**config.mk**
```make
export PLATFORM = sky130hd
export DESIGN_NAME = queue_gate_control
export DESIGN_NICKNAME = d
export VERILOG_FILES = /design/src/rtl/queue_gate_control_pkg.sv /design/src/rtl/gcl_slot_timer.sv /design/src/rtl/queue_gate_control.sv
export SDC_FILE = /design/constraint.sdc
export NUM_CORES = 1
export LEC_CHECK = 0
export BUFFER_PORTS_ARGS = -buffer_cell sky130_fd_sc_hd__buf_4
export CORE_ASPECT_RATIO = 0.5
export CORE_MARGIN = 2
export CORE_UTILIZATION = 53
export DETAILED_ROUTE_END_ITERATION = 10
export GPL_TIMING_DRIVEN = 0
export HOLD_SLACK_MARGIN = 0.06
export PLACE_DENSITY = 0.77
export SLEW_MARGIN = 10
export SYNTH_ARGS = -nofsm -noshare
export SYNTH_HDL_FRONTEND = slang
export SYNTH_SLANG_ARGS = --single-unit
```
**constraint.sdc**
```tcl
create_clock -name i_clk -period 3.9 [get_ports i_clk]
set_clock_uncertainty 0.2 [all_clocks]
set_input_delay 0.39 -clock i_clk [delete_from_list [all_inputs] [get_ports i_clk]]
set_output_delay 0.39 -clock i_clk [all_outputs]
set_load 0.1 [all_outputs]
```
**src/rtl/queue_gate_control_pkg.sv**
```systemverilog
// Shared types and constants for the per-port time-aware gate generator.
package queue_gate_control_pkg;
    typedef enum logic [1:0] {
        INIT_S = 2'd0,
        LOAD_S = 2'd1,
        RUN_S  = 2'd2
    } qgc_state_t;

    localparam logic [7:0] GATE_ALL_OPEN = 8'hFF;
    localparam int         GCL_RD_LAT    = 1;
endpackage

```
**src/rtl/gcl_slot_timer.sv**
```systemverilog
// Slot cycle counter and slot-index sequencer; slot length and count are
// clamped to 2 and 1 and picked up at each slot start.
module gcl_slot_timer #(
    parameter int GCL_ADDR_W = 10,
    parameter int SLOT_LEN_W = 16
) (
    input  logic                  i_clk,
    input  logic                  i_rst_n,
    input  logic                  i_clr,
    input  logic                  i_start,
    input  logic                  i_run,
    input  logic [SLOT_LEN_W-1:0] iv_time_slot_length,
    input  logic [GCL_ADDR_W:0]   iv_cycle_slot_num,
    output logic                  o_prefetch,
    output logic                  o_boundary,
    output logic [GCL_ADDR_W-1:0] ov_slot,
    output logic [GCL_ADDR_W-1:0] ov_after_next_slot,
    output logic [GCL_ADDR_W-1:0] ov_first_next_slot
);
    logic [SLOT_LEN_W-1:0] cnt, leff, leff_live;
    logic [GCL_ADDR_W:0]   neff_m1;
    logic [GCL_ADDR_W-1:0] next_slot;

    function automatic logic [GCL_ADDR_W-1:0] wrap_next(input logic [GCL_ADDR_W-1:0] s,
                                                        input logic [GCL_ADDR_W:0]   lim);
        if ({1'b0, s} >= lim) return '0;
        return s + 1'b1;
    endfunction

    assign leff_live = (iv_time_slot_length < SLOT_LEN_W'(2)) ? SLOT_LEN_W'(2) : iv_time_slot_length;
    assign neff_m1   = (iv_cycle_slot_num == '0) ? '0 : iv_cycle_slot_num - 1'b1;

    assign next_slot          = wrap_next(ov_slot, neff_m1);
    assign ov_after_next_slot = wrap_next(next_slot, neff_m1);
    assign ov_first_next_slot = wrap_next('0, neff_m1);

    // rdata for the prefetch is valid in the cnt = 1 cycle
    assign o_prefetch = i_run && (cnt == SLOT_LEN_W'(1));
    assign o_boundary = i_run && (cnt == leff - 1'b1);

    always_ff @(posedge i_clk or negedge i_rst_n) begin
        if (!i_rst_n) begin
            cnt     <= '0;
            leff    <= SLOT_LEN_W'(2);
            ov_slot <= '0;
        end else if (i_clr || i_start) begin
            cnt     <= '0;
            leff    <= leff_live;
            ov_slot <= '0;
        end else if (i_run) begin
            if (o_boundary) begin
                cnt     <= '0;
                leff    <= leff_live;
                ov_slot <= next_slot;
            end else begin
                cnt <= cnt + 1'b1;
            end
        end
    end
endmodule

```
**src/rtl/queue_gate_control.sv**
```systemverilog
// Walks the gate control list in an external RAM, aligned to the time-sync
// cycle-start pulse, and drives the 8-bit gate vector for one egress port.
module queue_gate_control
    import queue_gate_control_pkg::*;
#(
    parameter int GCL_ADDR_W = 10,
    parameter int SLOT_LEN_W = 16
) (
    input  logic                  i_clk,
    input  logic                  i_rst_n,
    input  logic                  i_qgc_enable,
    input  logic                  i_timer_rst,
    input  logic [SLOT_LEN_W-1:0] iv_time_slot_length,
    input  logic [GCL_ADDR_W:0]   iv_cycle_slot_num,
    output logic                  o_gcl_rd,
    output logic [GCL_ADDR_W-1:0] ov_gcl_raddr,
    input  logic [7:0]            iv_gcl_rdata,
    output logic [7:0]            ov_gate_ctrl_vector,
    output logic [GCL_ADDR_W-1:0] ov_current_slot,
    output logic [1:0]            ov_qgc_state
);
    qgc_state_t            state, state_nxt;
    logic                  rd_nxt;
    logic [GCL_ADDR_W-1:0] raddr_nxt;
    logic [7:0]            vec_nxt, nvec, nvec_nxt;
    logic [GCL_RD_LAT-1:0] rd_pipe;
    logic                  rd_vld;
    logic                  tmr_clr, tmr_start, tmr_run;
    logic                  prefetch, boundary;
    logic [GCL_ADDR_W-1:0] after_next_slot, first_next_slot;

    gcl_slot_timer #(.GCL_ADDR_W(GCL_ADDR_W), .SLOT_LEN_W(SLOT_LEN_W)) u_timer (
        .i_clk               (i_clk),
        .i_rst_n             (i_rst_n),
        .i_clr               (tmr_clr),
        .i_start             (tmr_start),
        .i_run               (tmr_run),
        .iv_time_slot_length (iv_time_slot_length),
        .iv_cycle_slot_num   (iv_cycle_slot_num),
        .o_prefetch          (prefetch),
        .o_boundary          (boundary),
        .ov_slot             (ov_current_slot),
        .ov_after_next_slot  (after_next_slot),
        .ov_first_next_slot  (first_next_slot)
    );

    assign rd_vld       = rd_pipe[GCL_RD_LAT-1];
    assign ov_qgc_state = state;

    always_comb begin
        state_nxt = state;
        rd_nxt    = 1'b0;
        raddr_nxt = ov_gcl_raddr;
        vec_nxt   = ov_gate_ctrl_vector;
        nvec_nxt  = nvec;
        tmr_clr   = 1'b0;
        tmr_start = 1'b0;
        tmr_run   = 1'b0;
        if (!i_qgc_enable) begin
            state_nxt = INIT_S;
            vec_nxt   = GATE_ALL_OPEN;
            raddr_nxt = '0;
            tmr_clr   = 1'b1;
        end else if (i_timer_rst) begin
            // current vector is held until entry 0 arrives
            state_nxt = LOAD_S;
            rd_nxt    = 1'b1;
            raddr_nxt = '0;
        end else begin
            case (state)
                INIT_S: vec_nxt = GATE_ALL_OPEN;
                LOAD_S: begin
                    if (rd_vld) begin
                        vec_nxt   = iv_gcl_rdata;
                        tmr_start = 1'b1;
                        rd_nxt    = 1'b1;
                        raddr_nxt = first_next_slot;
                        state_nxt = RUN_S;
                    end
                end
                RUN_S: begin
                    tmr_run = 1'b1;
                    if (prefetch) nvec_nxt = iv_gcl_rdata;
                    if (boundary) begin
                        // with a 2-cycle slot the prefetch and boundary coincide
                        vec_nxt   = prefetch ? iv_gcl_rdata : nvec;
                        rd_nxt    = 1'b1;
                        raddr_nxt = after_next_slot;
                    end
                end
                default: state_nxt = INIT_S;
            endcase
        end
    end

    always_ff @(posedge i_clk or negedge i_rst_n) begin
        if (!i_rst_n) begin
            state               <= INIT_S;
            o_gcl_rd            <= 1'b0;
            ov_gcl_raddr        <= '0;
            ov_gate_ctrl_vector <= GATE_ALL_OPEN;
            nvec                <= GATE_ALL_OPEN;
            rd_pipe             <= '0;
        end else begin
            state               <= state_nxt;
            o_gcl_rd            <= rd_nxt;
            ov_gcl_raddr        <= raddr_nxt;
            ov_gate_ctrl_vector <= vec_nxt;
            nvec                <= nvec_nxt;
            rd_pipe[0]          <= o_gcl_rd;
            for (int i = 1; i < GCL_RD_LAT; i++) rd_pipe[i] <= rd_pipe[i-1];
        end
    end
endmodule

```
After elaboration in Yosys (flattened, before gate mapping)
Cells that the tools add are included.
{ "word_totals": {"ff_bits": 72, "in_bits": 39, "wordCells": 91, "out_inout_bits": 31} }
{ "classes": {"eq_ne": 12, "muxes": 47, "n_addsub": 5, "reduce_logical": 13, "n_lt_le_gt_ge": 4, "bitwise_logic": 1} }
{ "op_table": {"columns": ["operator", "count"], "rows": [
  ["10-bit two-way mux", 13],
  ["16-bit two-way mux", 7],
  ["8-bit two-way mux", 5],
  ["8-bit one-hot mux with 3 select lines", 1],
  ["10-bit by 11-bit greater-or-equal comparator with 1-bit output", 2],
  ["10-bit by 1-bit adder with 10-bit output, second input constant", 2],
  ["10-bit one-hot mux with 2 select lines", 1],
  ["16-bit by 1-bit adder with 16-bit output, second input constant", 1],
  ["16-bit by 1-bit == test with 1-bit output, second input constant", 1],
  ["16-bit == test", 1],
  ["16-bit by 2-bit less-than comparator with 1-bit output, second input constant", 1],
  ["16-bit by 1-bit subtractor with 16-bit output, second input constant", 1],
  ["1-bit two-way mux", 14],
  ["1-bit by 11-bit greater-or-equal comparator with 1-bit output, first input constant", 1],
  ["11-bit zero test", 1],
  ["11-bit two-way mux", 1],
  ["11-bit by 1-bit subtractor with 11-bit output, second input constant", 1],
  ["4-bit by 1-bit != test with 1-bit output, second input constant", 2],
  ["4-bit != test, second input constant", 2],
  ["2-bit two-way mux", 3],
  ["3-bit != test, second input constant", 2],
  ["3-bit AND reduction", 2],
  ["2-bit one-hot mux with 2 select lines", 1],
  ["2-bit AND reduction", 2],
  ["other kinds (12)", 14]
]} }

Depth between registers and ports, before layout
Gate-level depths: netlist (run 1).
{ "logic_depth": {"depth_word": 12, "mapped_depth": 22, "mapped_depth_nobuf": 22} }

Modules after synthesis
A second synthesis (run 1) with hierarchy kept.
{ "unflattened": {"cells_unflattened": 569, "area_unflattened_um2": 5323.9} }
{ "by_module_without_submodules": {"columns": ["module", "seq_area_each_um2", "cells_per_inst", "area_each_um2", "n_inst"], "rows": [
  ["gcl_slot_timer", 1052.3, 439, 3716.1, 1],
  ["queue_gate_control", 770.7, 130, 1607.8, 1]
]} }

Worst setup path before layout (run 1)
OpenSTA, ideal clock, no wires.
{ "synth_path": {"path_type": "input-to-reg", "from": "input port iv_cycle_slot_num[0]", "to": "register ov_gcl_raddr[4]", "setup_ns": 0.104, "arrival_time_ns": 4.722, "path_stages": 22, "slack_ns": -1.126, "n_path_buf": 2, "t_required_ns": 3.596, "path_cell_list": "inv_1 -> ha_1 -> nor3b_1 -> nand2_1 -> or4_1 -> clkbuf_1 -> and2_1 -> ha_1 -> nand2b_1 -> a31oi_1 -> o31ai_1 -> o21a_1 -> clkbuf_1 -> nor2_1 -> ha_1 -> and4_1 -> a2111oi_0 -> o31a_1 -> o21ai_0 -> nor3_1 -> nand2_1 -> a221oi_1"} }
{ "synth_between": {"elab_chain_cells": 12, "elab_cells_between_ends": 18, "classes_between": "add/sub (2); order compare (3); mux (12); reduce/logical (1)"} }
{ "synth_rtl": {"columns": ["item", "line_no", "text"], "rows": [
  ["start: declaration", "queue_gate_control.sv:14", "input logic [GCL_ADDR_W:0] iv_cycle_slot_num,"],
  ["11-bit by 1-bit subtractor with 11-bit output or 11-bit zero test (tied branches)", "gcl_slot_timer.sv:31", "assign neff_m1 = (iv_cycle_slot_num == '0) ? '0 : iv_cycle_slot_num - 1'b1;"],
  ["11-bit two-way mux *", "gcl_slot_timer.sv:31", null],
  ["10-bit by 11-bit greater-or-equal comparator with 1-bit output", "gcl_slot_timer.sv:26", "if ({1'b0, s} >= lim) return '0;"],
  ["1-bit two-way mux", "gcl_slot_timer.sv:26", null],
  ["10-bit two-way mux", "gcl_slot_timer.sv:27", "return s + 1'b1;"],
  ["10-bit by 11-bit greater-or-equal comparator with 1-bit output", "gcl_slot_timer.sv:26", null],
  ["1-bit two-way mux", "gcl_slot_timer.sv:26", null],
  ["10-bit two-way mux", "gcl_slot_timer.sv:27", null],
  ["10-bit two-way mux", "queue_gate_control.sv:84", "if (boundary) begin"],
  ["10-bit one-hot mux with 2 select lines *", "queue_gate_control.sv:70", "case (state)"],
  ["10-bit two-way mux *", "queue_gate_control.sv:64", "end else if (i_timer_rst) begin"],
  ["10-bit two-way mux *", "queue_gate_control.sv:59", "if (!i_qgc_enable) begin"],
  ["end signal: assignment", "queue_gate_control.sv:107", "ov_gcl_raddr <= raddr_nxt;"],
  ["end: declaration", "queue_gate_control.sv:16", "output logic [GCL_ADDR_W-1:0] ov_gcl_raddr,"]
]} }
Every way passes the cells marked *; elsewhere a longest branch is shown, timed or not. The select of a mux whose other input is x is not followed.
A chain may end at the register's enable or synchronous reset.

Worst setup path after layout (run 1)
{ "layout_path": {"from": "input port iv_cycle_slot_num[0]", "to": "register ov_gcl_raddr[0]"} }
Same word-level chain as after synthesis.

==> impl_metrics.toml, run 1 <==
[outcome]
status = "finished with violations"
violations = "negative setup slack"

[worst_setup_path]
required_ps = 3980
r2r_cells = 17
reg2reg_from = "u_timer.ov_slot[0]"
crit_path_end_kind = "flip-flop"
startpoint_type = "input port"
path_max_fanout = 8
arrival_ps = 4680
ff2ff_setup_slack_ps = -140
r2r-end = "ov_gcl_raddr[0]"
critPathKind = "in -> reg"

[synth]
synth_top_area_share_pct = 25.2
synth_area_leaders = "dfrtp_1, dfstp_2, ha_1"
synth.distinct_cells = 72
syn_inst = 598
syn_avg_cell_area_um2 = 9.12
synth_flop_cell = "dfrtp_1"
syn_nets = 666
seq_area_frac_synth_pct = 33.4
yosys.area.top_type = "dfrtp_1"
ys_ff_latch = 72
synthArstFlopShare_pct = 100
synth-edff-count = 0
syn_area_mm2 = 0.00546
ys_warn_count = 0

[layout]
final_layout_size_suffix_gt1_share_pct = 28.6
area.growth.synth_to_final_pct = 29.9
final_cells = 840
final_area_mm2 = 0.00709
n_antenna_cell = 0
layout_common_cells = "buf_4, dfrtp_1, nor2_1, nand2_1, nand3_1"
final_common_cell = "buf_4"
fillers = 757
final_util_pct = 70.1
final_nets = 763

[detailed_routing]
drc = 0
drtPass1Iterations = 7
vias_per_cell = 6.17
wl_per_cell_um = 18.4
vias = 5180
ant_nets = 0
wl_um = 15400
drt-initial-drc-count = 510

[floorplanning]
core_area_mm2 = 0.0101
die_h_um = 75.7
floorplan.initialDensity_pct = 53.9
fp.dieW_um = 147
num_rows = 26
io_pins = 70
die-area_mm2 = 0.0112

[placed_design]
dp.cells = 807
post-dp-hpwl_um = 10800
routabilityCongestion = 0.914
post_dp_cell_area_mm2 = 0.00628
post-place-ws_ps = -1480
port_buffers = 69

[worst_hold_path]
hold_depth = 2
hold_end = "u_timer.leff[6]"
hold_path_class = "in -> reg"
holdCritStartpoint = "iv_time_slot_length[6]"

[cts]
cts_tree = "built"
clkLatencyLatePin_ps = 340
cts-root-buf = "clkbuf_16"
clockBufferDepth = 2
clkSinkCount = 72
ctsHtreeMaxLevel = 3
cts_buffers = 9
clk_pin_slew_ps = 60

[timing]
slew_viol_final = 0
hold_violations = 0
worst_slack_ps = -708
fmax_ghz = 0.217
period_needed_ps = 4610
tns_ps = -6450
rsz0062_at_grt = "true"
tightest_slew_ps = 945
max_slew_margin_pct = 37.0
fin_crit_sh_pct = 118
holdWs_ps = 70.4
finalSetupViolCount = 10

[global_route]
overflow = 0
antenna_found_initial = 0
grt_pass1_vias = 4902
grt_max_degree = 73
grt_pass1_wl_um = 24200
grt_use_total_pct = 27.6

[run]
cap_violations = 0

[pwr]
vdd_drop_max_mv = 0.239
total_power_mw = 2.14
p_leak_nw = 2.93
power.density_mw_per_mm2 = 302
## final cells by class
cell class	instances	area (µm²)	area share, %
well taps	140	175	2.47
repair buffers	86	674	9.51
clock buffers	11	243	3.42
clock inverters	5	104	1.47
flip-flops and latches	72	1820	25.7
plain buffers	32	181	2.56
multi-input cells	480	3830	54.0
inverters	14	60.1	0.847
## sequential cells by signal, indices dropped and copies added (netlist names)
signal	count
ov_gate_ctrl_vector	8
u_timer.cnt	16
u_timer.ov_slot	10
o_gcl_rd	1
nvec	8
rd_pipe	1
ov_gcl_raddr	10
u_timer.leff	16
ov_qgc_state	2
## cells in the mapped netlist (all sizes together), types with 17 or more instances
| cell type | instances |
|---|---|
| mux2 | 23 |
| nand3 | 31 |
| ha | 29 |
| xor2 | 26 |
| o21ai | 30 |
| nor2 | 53 |
| nand2 | 44 |
| xnor2 | 25 |
| clkbuf | 25 |
| dfrtp | 55 |
| a21oi | 26 |
| dfstp | 17 |
## power breakdown
| group | total (mW) | switching (mW) | leakage (nW) | internal, mW |
|---|---|---|---|---|
| registers | 0.802 | 0.0270 | 0.909 | 0.775 |
| clock network | 0.962 | 0.320 | 0.170 | 0.642 |
| logic | 0.376 | 0.232 | 1.86 | 0.143 |
## worst max path at each step
stage	startpoint	endpoint	cells after the start
after detailed placement	iv_cycle_slot_num[0]	ov_gcl_raddr[5]	23
final	iv_cycle_slot_num[0]	ov_gcl_raddr[0]	24
after CTS	iv_cycle_slot_num[0]	ov_gcl_raddr[4]	23
after global routing	iv_cycle_slot_num[0]	ov_gcl_raddr[4]	23
after floorplan	iv_cycle_slot_num[1]	ov_gcl_raddr[4]	22
after global placement	iv_cycle_slot_num[0]	ov_gcl_raddr[5]	23
## logic make-up (layout without fill, tap and decap cells)
group / after synthesis / after routing / synth area share, %
adders and majority gates: 29 / 29 / 6.65
buffers and inverters: 46 / 148 / 3.69
xor gates and xnor gates: 51 / 51 / 8.19
DFF: 72 / 72 / 33.4
AOI/OAI and AO/OA: 136 / 136 / 19.0
and+or+nand+nor: 239 / 239 / 23.9
muxes: 25 / 25 / 5.11
## layer usage
| metal | up-vias | global-route usage, % | wire [µm] |
|---|---|---|---|
| li1 | 2429 | - | - |
| met1 | 2520 | 36.5 | 6940 |
| met2 | 196 | 47.0 | 7220 |
| met3 | 35 | 5.69 | 978 |
| met4 | 0 | 8.12 | 284 |
| met5 | - | 0 | 0 |
## repair_timing
action | CTS | global route
resized for setup | 36 | 19
cloned | 1 | 0
setup endpoints to repair | 10 | 11
pin swaps | 23 | 18
endpoints found under the hold margin | 55 | 0
setup buffers | 11 | 5
hold buffers | 1 | 0
## critical path, cell delays in order
cell	delay (ps)
buf_8	100
inv_6	50
ha_4	120
nor3b_4	190
nand2_1	90
or4_4	450
buf_8	150
and2_4	160
ha_4	210
nand2b_4	140
a31oi_4	160
o31ai_2	70
o21a_2	280
clkbuf_16	190
nor2_4	120
ha_4	220
a21o_1	190
a2111oi_4	360
o31a_1	260
buf_4	140
buf_6	90
o221ai_4	100
o21ai_2	250
a32o_1	210
Power figures use the tool's default switching activity.
==> run 2: changes to the inputs <==
- ABC_AREA: unset -> 1
==> impl_metrics.toml, run 2 <==
[timing]
finalSetupViolCount = 0
rsz0062_at_grt = "true"
slew_viol_final = 0
tightest_slew_ps = 901
fin_crit_sh_pct = 98.4
period_needed_ps = 3840
fmax_ghz = 0.261
hold_violations = 0
max_slew_margin_pct = 39.9
tns_ps = 0

[worst_setup_path]
arrival_ps = 3910
path_max_fanout = 5
ff2ff_setup_slack_ps = 610
crit_path_end_kind = "flip-flop"
reg2reg_from = "u_timer.ov_slot[2]"
critPathKind = "in -> reg"
cp_common_cell = "nand2_1"
r2r_cells = 23
startpoint_type = "input port"
r2r-end = "ov_gcl_raddr[9]"
max_stage_delay_ps = 300
path_buf_inv = 6
cp_top_family = "simple AND/OR/NAND/NOR gates"
slowest_stage = "or2_4"
required_ps = 3970

[floorplanning]
core_area_mm2 = 0.00945
die-area_mm2 = 0.0106
fp.dieW_um = 143
die_h_um = 73.7
floorplan.initialDensity_pct = 54.5
io_pins = 70
num_rows = 25

[synth]
syn_nets = 798
yosysMostFrequentCell = "nand2_1"
synthArstFlopShare_pct = 100
ys_ff_latch = 72
synth.distinct_cells = 38
ys_warn_count = 0
syn_avg_cell_area_um2 = 7.05
synth_top_area_share_pct = 26.8
seq_area_frac_synth_pct = 35.4
synth_flop_cell = "dfrtp_1"
syn_inst = 730
synth-edff-count = 0
synth_common_cells = "nand2_1, inv_1, nor2_1, nand3_1, dfrtp_1"
yosys.area.top_type = "dfrtp_1"
synth_area_leaders = "dfrtp_1, nand2_1, dfstp_2"
syn_area_mm2 = 0.00514

[global_route]
grt_pass1_vias = 4859
antenna_found_initial = 0
grt_use_total_pct = 27.1
overflow = 0
grt_max_degree = 73
grt_pass1_wl_um = 22400

[detailed_routing]
drt-initial-drc-count = 397
vias_per_cell = 5.32
drc = 0
drtPass1Iterations = 5
vias = 5147
wl_per_cell_um = 14.3
wl_um = 13800
ant_nets = 0

[layout]
reg_top3 = "u_timer.cnt: 16 flops, u_timer.leff: 16 flops"
final_layout_size_suffix_gt1_share_pct = 25.7
n_antenna_cell = 0
final_cells = 968
area.growth.synth_to_final_pct = 29.7
layout_common_cells = "nand2_1, inv_1, buf_4, nor2_1, nand3_1"
final_nets = 896
final_area_mm2 = 0.00667
final_common_cell = "nand2_1"

[placed_design]
dp.cells = 934
routabilityCongestion = 0.888
post_dp_cell_area_mm2 = 0.00587
post-dp-hpwl_um = 10200
port_buffers = 69

[cts]
clockBufferDepth = 2
cts-root-buf = "clkbuf_16"
ctsHtreeMaxLevel = 3
cts_tree = "built"
clkLatencyLatePin_ps = 340
clkSinkCount = 72
clk_pin_slew_ps = 60
cts_buffers = 9

[worst_hold_path]
holdCritStartpoint = "iv_time_slot_length[13]"
hold_end = "u_timer.leff[13]"
hold_depth = 3
hold_path_class = "in -> reg"

[pwr]
vdd_drop_max_mv = 0.202
power.density_mw_per_mm2 = 331
p_leak_nw = 3.26

[run]
cap_violations = 0

[outcome]
status = "complete, no violations"
==> run 2: changes by cell type in the layout (fill, tap and decap cells not counted), sizes merged, moves of 10 or more <==
cell    delta
o21ai     +15
nand2    +164
mux2      -23
nor2      +33
nand3     +44
clkbuf    -25
inv       +86
nand2b    -10
nor2b     -12
xnor2     -20
==> run 2: cell families after synthesis <==
logic type      count (synthesis)  synth area share [%]
compound gates                 80                  8.59
xor+xnor                       22                  3.75
fa+ha+maj                      29                  7.05
buf+inv                       114                  8.83
flops                          72                  35.4
simple gates                  413                  36.3
==> run 2: cell type report <==
type / instances / area (µm²)
multi-input cells: 545 / 3190
well taps: 135 / 169
clock inverters: 6 / 91.3
fillers: 775 / 2770
clock buffers: 10 / 239
flip-flops and latches: 72 / 1820
repair buffers: 87 / 691
inverters: 102 / 400
plain buffers: 11 / 70.1
==> run 2: routing by layer <==
layer | up-vias | GRT usage [%] | part of all wire [%]
met5 | - | 0 | 0
met4 | 0 | 5.99 | 0.92
met2 | 136 | 44.9 | 46
met3 | 15 | 5.67 | 5.2
li1 | 2571 | - | -
met1 | 2425 | 37.1 | 47
==> run 2: power by group <==
group	total [mW]	internal (mW)	switching (mW)
clock	0.916	0.581	0.335
sequential	0.832	0.795	0.0364
combinational	0.458	0.149	0.309
total	2.21	1.53	0.681
==> run 2: repair_timing <==
action                                 4_1_cts  5_1_grt
hold buffers                                 4        0
gates cloned                                 0        1
gates resized for setup                     13       73
endpoints found under the hold margin       58        0
setup endpoints to repair                   10       10
pin swaps                                    7       29
buffers inserted                             5        9
==> run 2: worst max path at each step <==
stage / cells past startpoint / startpoint / endpoint
3_3_place_gp: 31 / iv_cycle_slot_num[0] / ov_gcl_raddr[9]
5_1_grt: 31 / iv_cycle_slot_num[1] / ov_gcl_raddr[9]
3_5_place_dp: 31 / iv_cycle_slot_num[0] / ov_gcl_raddr[9]
6_report: 30 / iv_cycle_slot_num[4] / ov_gcl_raddr[9]
2_1_floorplan: 31 / iv_cycle_slot_num[0] / ov_gcl_raddr[7]
4_1_cts: 32 / iv_cycle_slot_num[0] / ov_gcl_raddr[9]
==> run 2: per-stage QoR <==
step	total power, mW	hold WS (ps)	worst slack, ps	util (%)
floorplan	1.14	-106	15.9	-
global placement	1.26	172	-594	62.2
detailed placement	1.27	178	-642	62.2
CTS	2.19	60.2	2.28	67.0
global route	2.30	68.1	-153	70.6
finish	2.21	66.9	62.7	70.6
==> run 2: tightest hold or removal path, stage by stage <==
cell and delay (ps):
buf_4 80, nand2_1 40, o21ai_0 60
